[config.mk]
export PLATFORM = sky130hd
export DESIGN_NAME = xkeyfifo
export DESIGN_NICKNAME = d
export VERILOG_FILES = /design/src/rtl/xkeyfifo_pkg.sv /design/src/rtl/xkeymap.sv /design/src/rtl/xkeyfifo.sv
export SDC_FILE = /design/constraint.sdc
export NUM_CORES = 1
export LEC_CHECK = 0
export ABC_AREA = 1
export CAP_MARGIN = 5
export CORE_MARGIN = 2
export CORE_UTILIZATION = 37
export DETAILED_ROUTE_END_ITERATION = 8
export GPL_TIMING_DRIVEN = 0
export MAX_ROUTING_LAYER = met4
export SLEW_MARGIN = 10
export SYNTH_ARGS = -nofsm -noshare
export SYNTH_HDL_FRONTEND = slang
export SYNTH_HIERARCHICAL = 1
export SYNTH_SLANG_ARGS = --single-unit
[constraint.sdc]
create_clock -name clk -period 3.2 [get_ports clk]
set_input_delay 0.32 -clock clk [delete_from_list [all_inputs] [get_ports clk]]
set_output_delay 0.32 -clock clk [all_outputs]
set_load 0.03 [all_outputs]
[src/rtl/xkeyfifo_pkg.sv]
// Shared definitions for the PS/2 keypad FIFO: scancode prefixes, key codes,
// decoder state encoding, KEY/STATUS register bit positions and base address.
// Latency: n/a (definitions only).  Backpressure: n/a.
package xkeyfifo_pkg;

    // Bus base address of the KEY (offset 0) / STATUS (offset 1) pair.
    localparam logic [31:0] KEYFIFO_BASE = 32'h0000_4000;

    // Set-2 prefix bytes.
    localparam logic [7:0] SC_EXT = 8'hE0;
    localparam logic [7:0] SC_BRK = 8'hF0;

    // Key codes; digits 0..9 map to 5'h00..5'h09.
    localparam logic [4:0] KC_PLUS  = 5'h0A;
    localparam logic [4:0] KC_MINUS = 5'h0B;
    localparam logic [4:0] KC_MUL   = 5'h0C;
    localparam logic [4:0] KC_DIV   = 5'h0D;
    localparam logic [4:0] KC_ENTER = 5'h0E;
    localparam logic [4:0] KC_BKSP  = 5'h0F;
    localparam logic [4:0] KC_CLEAR = 5'h10;

    // Scancode decoder states.
    typedef enum logic [1:0] {
        ST_IDLE    = 2'd0,
        ST_EXT     = 2'd1,
        ST_BRK     = 2'd2,
        ST_EXT_BRK = 2'd3
    } dec_state_t;

    // KEY register layout.
    localparam int KEY_VALID_BIT = 8;
    localparam int KEY_REL_BIT   = 7;

    // STATUS register layout (read).
    localparam int ST_NEMPTY_BIT = 0;
    localparam int ST_FULL_BIT   = 1;
    localparam int ST_OVF_BIT    = 2;
    localparam int ST_CNT_LSB    = 4;
    localparam int ST_CNT_W      = 5;

    // STATUS register layout (write).
    localparam int CTL_FLUSH_BIT   = 0;
    localparam int CTL_OVF_CLR_BIT = 2;

    // One FIFO entry.
    typedef struct packed {
        logic       rel;
        logic [4:0] code;
    } key_entry_t;

endpackage

[src/rtl/xkeymap.sv]
// Scancode translator: set-2 byte plus extended flag -> {hit, code[4:0]}.
// Latency: purely combinational.  Backpressure: none.
// Ports: scancode/extended in; hit (key is mapped) and code out.
module xkeymap
    import xkeyfifo_pkg::*;
(
    input  logic [7:0] scancode,
    input  logic       extended,
    output logic       hit,
    output logic [4:0] code
);

    always_comb begin
        hit  = 1'b1;
        code = 5'h00;
        if (extended) begin
            // Only the keypad '/' and keypad Enter carry an E0 prefix here.
            case (scancode)
                8'h4A:   code = KC_DIV;
                8'h5A:   code = KC_ENTER;
                default: hit  = 1'b0;
            endcase
        end else begin
            case (scancode)
                8'h45, 8'h70: code = 5'd0;
                8'h16, 8'h69: code = 5'd1;
                8'h1E, 8'h72: code = 5'd2;
                8'h26, 8'h7A: code = 5'd3;
                8'h25, 8'h6B: code = 5'd4;
                8'h2E, 8'h73: code = 5'd5;
                8'h36, 8'h74: code = 5'd6;
                8'h3D, 8'h6C: code = 5'd7;
                8'h3E, 8'h75: code = 5'd8;
                8'h46, 8'h7D: code = 5'd9;
                8'h79:        code = KC_PLUS;
                8'h7B:        code = KC_MINUS;
                8'h7C:        code = KC_MUL;
                8'h5A:        code = KC_ENTER;
                8'h66:        code = KC_BKSP;
                8'h76:        code = KC_CLEAR;
                default:      hit  = 1'b0;
            endcase
        end
    end

endmodule

[src/rtl/xkeyfifo.sv]
// PS/2 keypad front end: set-2 prefix decoder feeding a key FIFO behind a 2-register bus.
// Latency: mapped key enters the FIFO on the edge that samples its final byte; reads are combinational.
// Backpressure: none upstream; a push into a full FIFO (without a pop that cycle) is dropped and sets sticky overflow.
// Ports: clk, rst (sync, active-high); byte_in/byte_valid from the PS/2 receiver;
//        sel/we/addr/data_in/data_out bus (addr 0 = KEY, pop on read; addr 1 = STATUS, write flush/clear).
// Build option: KEYFIFO_RELEASE_EN defined -> mapped key releases are queued with release=1.
module xkeyfifo
    import xkeyfifo_pkg::*;
#(
    parameter int FIFO_DEPTH = 8
) (
    input  logic        clk,
    input  logic        rst,
    input  logic [7:0]  byte_in,
    input  logic        byte_valid,
    input  logic        sel,
    input  logic        we,
    input  logic        addr,
    input  logic [31:0] data_in,
    output logic [31:0] data_out
);

    localparam int PTR_W = (FIFO_DEPTH > 1) ? $clog2(FIFO_DEPTH) : 1;
    localparam int CNT_W = PTR_W + 1;

    // ------------------------------------------------------------------
    // Scancode prefix decoder
    // ------------------------------------------------------------------
    dec_state_t state_q, state_d;
    logic       xlate_vld;
    logic       xlate_ext;
    logic       xlate_rel;

    always_ff @(posedge clk) begin
        if (rst) begin
            state_q <= ST_IDLE;
        end else begin
            state_q <= state_d;
        end
    end

    always_comb begin
        state_d   = state_q;
        xlate_vld = 1'b0;
        xlate_ext = 1'b0;
        xlate_rel = 1'b0;
        if (byte_valid) begin
            case (state_q)
                ST_IDLE: begin
                    if (byte_in == SC_EXT) begin
                        state_d = ST_EXT;
                    end else if (byte_in == SC_BRK) begin
                        state_d = ST_BRK;
                    end else begin
                        xlate_vld = 1'b1;
                    end
                end
                ST_EXT: begin
                    if (byte_in == SC_BRK) begin
                        state_d = ST_EXT_BRK;
                    end else begin
                        xlate_vld = 1'b1;
                        xlate_ext = 1'b1;
                        state_d   = ST_IDLE;
                    end
                end
                ST_BRK: begin
                    xlate_vld = 1'b1;
                    xlate_rel = 1'b1;
                    state_d   = ST_IDLE;
                end
                ST_EXT_BRK: begin
                    xlate_vld = 1'b1;
                    xlate_ext = 1'b1;
                    xlate_rel = 1'b1;
                    state_d   = ST_IDLE;
                end
                default: state_d = ST_IDLE;
            endcase
        end
    end

    logic       map_hit;
    logic [4:0] map_code;

    xkeymap u_map (
        .scancode (byte_in),
        .extended (xlate_ext),
        .hit      (map_hit),
        .code     (map_code)
    );

    logic       push_vld;
    key_entry_t push_dat;

`ifdef KEYFIFO_RELEASE_EN
    assign push_vld = xlate_vld & map_hit;
    assign push_dat = '{rel: xlate_rel, code: map_code};
`else
    // Releases are still walked through the decoder so the prefix state stays
    // in step, but they never reach the FIFO.
    assign push_vld = xlate_vld & map_hit & ~xlate_rel;
    assign push_dat = '{rel: 1'b0, code: map_code};
`endif

    // ------------------------------------------------------------------
    // Bus decode
    // ------------------------------------------------------------------
    logic key_rd;
    logic st_wr;
    logic flush;
    logic ovf_clr;
    logic unused_data_in;

    assign key_rd         = sel & ~we & ~addr;
    assign st_wr          = sel & we & addr;
    assign flush          = st_wr & data_in[CTL_FLUSH_BIT];
    assign ovf_clr        = st_wr & data_in[CTL_OVF_CLR_BIT];
    assign unused_data_in = ^{data_in[31:3], data_in[1]};

    // ------------------------------------------------------------------
    // Key FIFO
    // ------------------------------------------------------------------
    key_entry_t             mem [FIFO_DEPTH];
    logic [PTR_W-1:0]       wr_ptr;
    logic [PTR_W-1:0]       rd_ptr;
    logic [CNT_W-1:0]       count;
    logic                   overflow;
    logic                   empty;
    logic                   full;
    logic                   do_pop;
    logic                   do_push;
    key_entry_t             head;

    assign empty   = (count == '0);
    assign full    = (count == CNT_W'(FIFO_DEPTH));
    assign do_pop  = key_rd & ~empty;
    // A pop on the same edge frees the slot, so a full FIFO still accepts.
    assign do_push = push_vld & (~full | do_pop);
    assign head    = mem[rd_ptr];

    always_ff @(posedge clk) begin
        if (do_push && !flush) begin
            mem[wr_ptr] <= push_dat;
        end
    end

    always_ff @(posedge clk) begin
        if (rst) begin
            wr_ptr <= '0;
            rd_ptr <= '0;
            count  <= '0;
        end else if (flush) begin
            wr_ptr <= '0;
            rd_ptr <= '0;
            count  <= '0;
        end else begin
            if (do_push) begin
                wr_ptr <= wr_ptr + 1'b1;
            end
            if (do_pop) begin
                rd_ptr <= rd_ptr + 1'b1;
            end
            case ({do_push, do_pop})
                2'b10:   count <= count + 1'b1;
                2'b01:   count <= count - 1'b1;
                default: count <= count;
            endcase
        end
    end

    // Software clear has priority over a drop in the same cycle; a drop that
    // coincides with a flush is not an overflow since the FIFO empties anyway.
    always_ff @(posedge clk) begin
        if (rst) begin
            overflow <= 1'b0;
        end else if (ovf_clr) begin
            overflow <= 1'b0;
        end else if (push_vld && full && !do_pop && !flush) begin
            overflow <= 1'b1;
        end
    end

    // ------------------------------------------------------------------
    // Read mux
    // ------------------------------------------------------------------
    always_comb begin
        data_out = '0;
        if (!addr) begin
            if (!empty) begin
                data_out[KEY_VALID_BIT] = 1'b1;
                data_out[KEY_REL_BIT]   = head.rel;
                data_out[4:0]           = head.code;
            end
        end else begin
            data_out[ST_NEMPTY_BIT]               = ~empty;
            data_out[ST_FULL_BIT]                 = full;
            data_out[ST_OVF_BIT]                  = overflow;
            data_out[ST_CNT_LSB +: ST_CNT_W]      = ST_CNT_W'(count);
        end
    end

endmodule

* After elaboration in Yosys (flattened, before gate mapping) *
Memory sizes are Yosys's and may differ from the RTL's. A register that Yosys moved wholly into a read port is not among the register bits.
Cells that the tools add are included.

cells by class
  reductions and logical operators = 24
  add/sub/neg operators = 4
  divide/modulo/power cells = 0
  $mul = 0
  eq/ne operators = 36
  shift operators = 0
  multiplexer cells = 30
  order comparisons = 0
  bitwise operators = 16

operator list
  cell                   count
  $eq A8 B7 Y1 const B   19
  $pmux W5 S15           1
  $eq A8 B6 Y1 const B   6
  $reduce_or A2 Y1       13
  $reduce_or A26 Y1      1
  $eq A8 B5 Y1 const B   2
  $eq A8 B8 Y1 const B   2
  $pmux W4 S2            2
  $mux W1                13
  $mux W2                6
  $and A1 B1 Y1          10
  $mux W5                2
  $mux W3                3
  $add A3 B1 Y3 const B  2
  $eq A2 B2 Y1 const B   3
  $pmux W2 S3            1
  $not A1 Y1             5
  $add A4 B1 Y4 const B  1
  $eq A2 B1 Y1 const B   2
  $eq A4 B4 Y1 const B   1
  $logic_and A1 B1 Y1    4
  $logic_not A4 Y1       1
  $sub A4 B1 Y4 const B  1
  $ne A3 B3 Y1 const B   1
  7 further kinds        8

word-level totals
  register bits = 13
  memories kept = 1
  bits in latches = 0
  memory bits (read-only) = 0
  bits of input ports = 46
  bits in writable memories = 40

memories
  memory  words  width  rd ports  clocked after Yosys merged registers in  write ports  RTL line         text
  mem     8      5      1         1                                        1            xkeyfifo.sv:124  key_entry_t mem [FIFO_DEPTH];

* Longest topological paths before layout *
  word-level depth = 11
  mapped depth = 27
  mapped depth without buffers = 27

* Cells and area by module *
Netlist, hierarchy kept.

by module, submodules not included
  module    area each (um2)  times used  cells an instance
  xkeyfifo  2801.4           1           293
  xkeymap   538.0            1           116

* Worst setup path before layout *
OpenSTA, ideal clock, no wires.

  kind = input to register
  start point = input port byte_in[2]
  end point = register count[3]
  stages = 24
  library setup time = 0.113 ns
  slack = 0.609 ns
  arrival time = 2.479 ns
  data required time = 3.087 ns
  path buffers = 0
  path through = inv_1 nand2_1 nor2_4 nand2_2 o211ai_1 inv_1 inv_1 nand2_1 nand2_1 nand2_1 nor2_1 nand2_1 inv_2 nand3_4 ha_1 ha_1 nand2_1 nand2_1 a21oi_1 nor2_1 nor2_1 nand2_1 nor2_1 nor2_1

between the ends
  word-level cells in the longest chain between the ends = 10

RTL lines
  what                                                      RTL line         text
  from (decl)                                               xkeyfifo.sv:14   input logic [7:0] byte_in,
  $eq A8 B8 Y1 *                                            xkeyfifo.sv:59   if (byte_in == SC_BRK) begin
  $mux W1 *                                                 xkeyfifo.sv:59
  $pmux W1 S2 *                                             xkeyfifo.sv:48   case (state_q)
  $mux W1 *                                                 xkeyfifo.sv:47   if (byte_valid) begin
  net xlate_ext                                             xkeyfifo.sv:31   logic xlate_ext;
  $mux W1 *                                                 xkeymap.sv:16    if (extended) begin
  net map_hit                                               xkeyfifo.sv:83   logic map_hit;
  $and A1 B1 Y1 * (2 in series)                             xkeyfifo.sv:102  assign push_vld = xlate_vld & map_hit & ~xlate_rel;
  $and A1 B1 Y1 *                                           xkeyfifo.sv:139  assign do_push = push_vld & (~full | do_pop);
  $eq A2 B1 Y1 / $eq A2 B2 Y1 (equally long branches)       xkeyfifo.sv:164  case ({do_push, do_pop})
  $pmux W4 S2 / $reduce_bool A2 Y1 (equally long branches)  n/a
  to (signal assigned)                                      xkeyfifo.sv:165  2'b10: count <= count + 1'b1;
  to (signal assigned)                                      xkeyfifo.sv:166  2'b01: count <= count - 1'b1;
  to (signal assigned)                                      xkeyfifo.sv:167  default: count <= count;
  to (decl)                                                 xkeyfifo.sv:127  logic [CNT_W-1:0] count;

The timed path passes the listed nets; every way through them passes the cells marked *.
A chain may end at the register's enable or synchronous reset.

* Worst setup path after layout *
  start point = input port byte_in[1]
  end point = register count[3]

Same word-level chain as after synthesis.

==> metrics.md <==
| Metric | Value |
|---|---|
| Max Root-Sink Buffers | `2` |
| Clock slew at reported path FFs | `0.09 ns` |
| Die footprint | `9800 um2` |
| Vias after detailed routing | `2654` |
| Commonest cells post-synth | `nand2_1 (92), nor2_1 (67), edfxtp_1 (40)` |
| Synthesized instance count | `409` |
| Total Power | `1.43 mW` |
| # rows | `34` |
| CP endpoint | `count[3]` |
| Final core occ | `45.8%` |
| Synth unique cells | `33` |
| TritonCTS Buffers | `5` |
| Vias/cell | `4.62` |
| Core footprint | `8720 um2` |
| Wire length on met2 | `3550 um` |
| Combinational Power Share | `14.1%` |
| CP startpoint kind | `primary input` |
| Filler cells | `864` |
| Clk Tree Root Cell | `clkbuf_8` |
| Post-CTS Hold Buffers | `0` |
| Post-Place Cells | `563` |
| Layout net count | `518` |
| TritonCTS Sinks | `56` |
| First-pass GRT wire length | `11300 um` |
| CP Max Fanout | `5` |
| Final Setup Violations | `0` |
| FF/Latch Area | `1520 um2` |
| Setup crit end kind | `flip-flop` |
| Crit Path Class | `in -> reg` |
| Hold WS | `0.470 ns` |
| DR pass1 iterations | `4` |
| Final worst path period need | `2.94 ns` |
| Antenna-violating nets left | `0` |
| Crit. Startpoint | `byte_in[1]` |
| Number of global-route vias before repair | `2430` |
| Worst EP required | `3.45 ns` |
| Initial antenna violation count | `0` |
| Max transition margin | `62.3%` |
| P_int | `1.08 mW` |
| DR WL met3 | `211 um` |
| Max Clk Rate | `340 MHz` |
| IO Pins | `78` |
| CTS tree | `built` |
| Clock share of power | `31.5%` |
| DRC | `0` |
| Reg2reg end | `count[3]` |
| Number of DRC markers in iteration 0 | `94` |
| Gr usage total | `14.8%` |
| Synth top area cells | `edfxtp_1 (36%), nand2_1 (10%), dfxtp_1 (9.6%)` |
| DP HPWL | `5300 um` |
| Lkg Pwr | `1.81 nW` |
| M1 wire length | `3170 um` |
| DR WL/cell | `12.2 um` |
| Power density over the cells | `359 nW/um2` |
| Outcome | `complete, no violations` |
| Asr flop ratio synth | `0%` |
| Die extent in x | `99 um` |
| Reg2reg path depth | `21` |
| Overflow after GRT | `0` |
| RSZ-0062 raised after global routing | `no` |
| #FFs+latches synth | `56` |
| Routed WL | `7020 um` |
| Layout Cells excl Fill | `575` |
| Sw Ratio | `24.8%` |
| Largest net degree at the start of global routing | `17` |
| FF-to-FF setup slack | `0.49 ns` |
| Max Clock Skew | `0.00525 ns` |
| Worst reg2reg startpoint | `state_q[0]` |
| Starting Density | `38.3%` |
| Maxcap violations | `0` |
| Final worst path period share | `91.8%` |
| Cell accounting for the most synthesized area | `edfxtp_1` |
| Worst EP arrival | `3.19 ns` |
| EDFF count, synth | `40` |
| Final WS setup | `0.261 ns` |
| Synth Warn # | `6` |
| Area Growth Syn to Fin | `19.6%` |
| Register area share after synthesis | `45.6%` |
| Reg power frac | `54.4%` |
| Place WS | `-0.377 ns` |
| Fin. max-slew vios | `0` |
| Netlist area before placement | `3340 um2` |
| Final Hold Violating Endpoints | `0` |
| Clk_lat worst skew | `0.31 ns` |
| Switching Power | `0.355 mW` |
| Most numerous cell in the Yosys netlist | `nand2_1` |
| Max Used Layer | `met4` |
| Peak supply drop | `0.000154 V` |
| Hold crit path type | `reg -> reg` |
| Die height | `99 um` |
| Ant. Diodes | `0` |
| Synthesized area per cell | `8.16 um2` |
| Share of layout cells above drive strength 1 | `19.1%` |
| Share of the synthesized area in the top cell type | `36.0%` |
| PortBufs | `24` |
| Htree depth | `2` |
| Ys flop type | `edfxtp_1` |
| Least-Margin Pin Slew | `0.563 ns` |
| Final Wtd Congestion | `0.873` |
| Area of the multi-input gates | `1590 um2` |
[timing repair]
| item | CTS | global route |
|---|---|---|
| pin swaps | 0 | 4 |
| setup endpoints to repair | 1 | 3 |
| setup buffers | 0 | 3 |
| gates resized for setup | 2 | 21 |
| gates cloned | 0 | 1 |
[logic make-up after synthesis]
family	Yosys count	synth area share [%]
and+or+nand+nor	222	31.6
buffers and inverters	72	10.9
DFF	56	45.6
AOI/OAI and AO/OA	51	9.10
adders and majority gates	6	2.47
xor gates and xnor gates	1	0.262
other	1	0.112
[per-layer routing]
layer / global-route usage, % / vias up
met1: 18.0 / 1189
met5: - / -
met2: 25.4 / 50
li1: - / 1406
met3: 2.27 / 9
met4: 4.43 / 0
[state kept, by name, indices dropped and copies added (netlist names), named ones only]
signal    count
mem          40
rd_ptr        3
state_q       2
wr_ptr        3
overflow      1
count         4
[power groups by stage]
stage               Clock [mW]  Sequential [mW]  Combinational [mW]
floorplan                    0            0.796               0.142
global placement             0            0.797               0.194
detailed placement           0            0.797               0.195
CTS                      0.463            0.780               0.194
global route             0.493            0.781               0.222
finish                   0.452            0.780               0.202
[cells in the final DEF (no fill, tap or decap), types with 2 or more instances in the layout]
cell type        instances
inv_1                   35
dfxtp_1                 16
o221ai_1                 3
nand2_2                 12
nor2_4                   8
a21oi_1                 11
o21a_1                   2
nand2_4                  4
o21ai_0                 23
ha_1                     4
nand3_1                 20
dlymetal6s2s_1           6
inv_2                    7
nor2_2                  11
clkbuf_1                 2
clkdlybuf4s50_1         16
o211ai_1                 4
nor2_1                  63
buf_2                    5
clkbuf_8                 5
nand2_1                 92
dlygate4sd2_1            2
edfxtp_1                40
o22ai_1                  5
nand4_1                  7
buf_4                   26
conb_1                  23
[area by class of cell]
cell class	instances	share of cell area (%)
multi-input combinational	304	39.8
clock inverter	2	0.877
sequential	56	38.1
inverter	43	4.10
clock buffer	6	1.82
tap	108	3.38
timing repair buffer	27	6.89
buffer	29	5.04
[critical path: stages]
cell and delay [ns]:
dlygate4sd2_1 0.33, inv_1 0.06, nand2_1 0.10, nor2_4 0.06, nand2_2 0.08, o211ai_1 0.11, inv_2 0.13, nand3_1 0.10
and2_1 0.20, nand2_1 0.10, nand2_1 0.06, nor2_1 0.09, nand2_1 0.07, inv_2 0.11, nand3_4 0.11, ha_4 0.18
ha_1 0.26, nand2_1 0.07, nand2_1 0.07, a21oi_2 0.13, nor2_1 0.05, nor2_1 0.10, nand2_1 0.09, nand2_1 0.07
nand2_1 0.05, nor2_1 0.08
[worst min-delay path by stage]
stage / start / endpoint / slack (ns) / cells past startpoint
floorplan: overflow / overflow / 0.43 / 2
global placement: rd_ptr[2] / rd_ptr[2] / 0.45 / 2
detailed placement: overflow / overflow / 0.46 / 2
CTS: overflow / overflow / 0.47 / 2
global route: rd_ptr[2] / flip-flop / 0.52 / 2
finish: overflow / overflow / 0.47 / 2
[per-stage QoR]
stage,cell area (um2),TNS (ns)
after floorplan,3420,0
after global placement,3800,-0.902
after detailed placement,3800,-1.70
after CTS,3900,0
after global routing,4000,0
final,4000,0
Power figures use the tool's default switching activity.
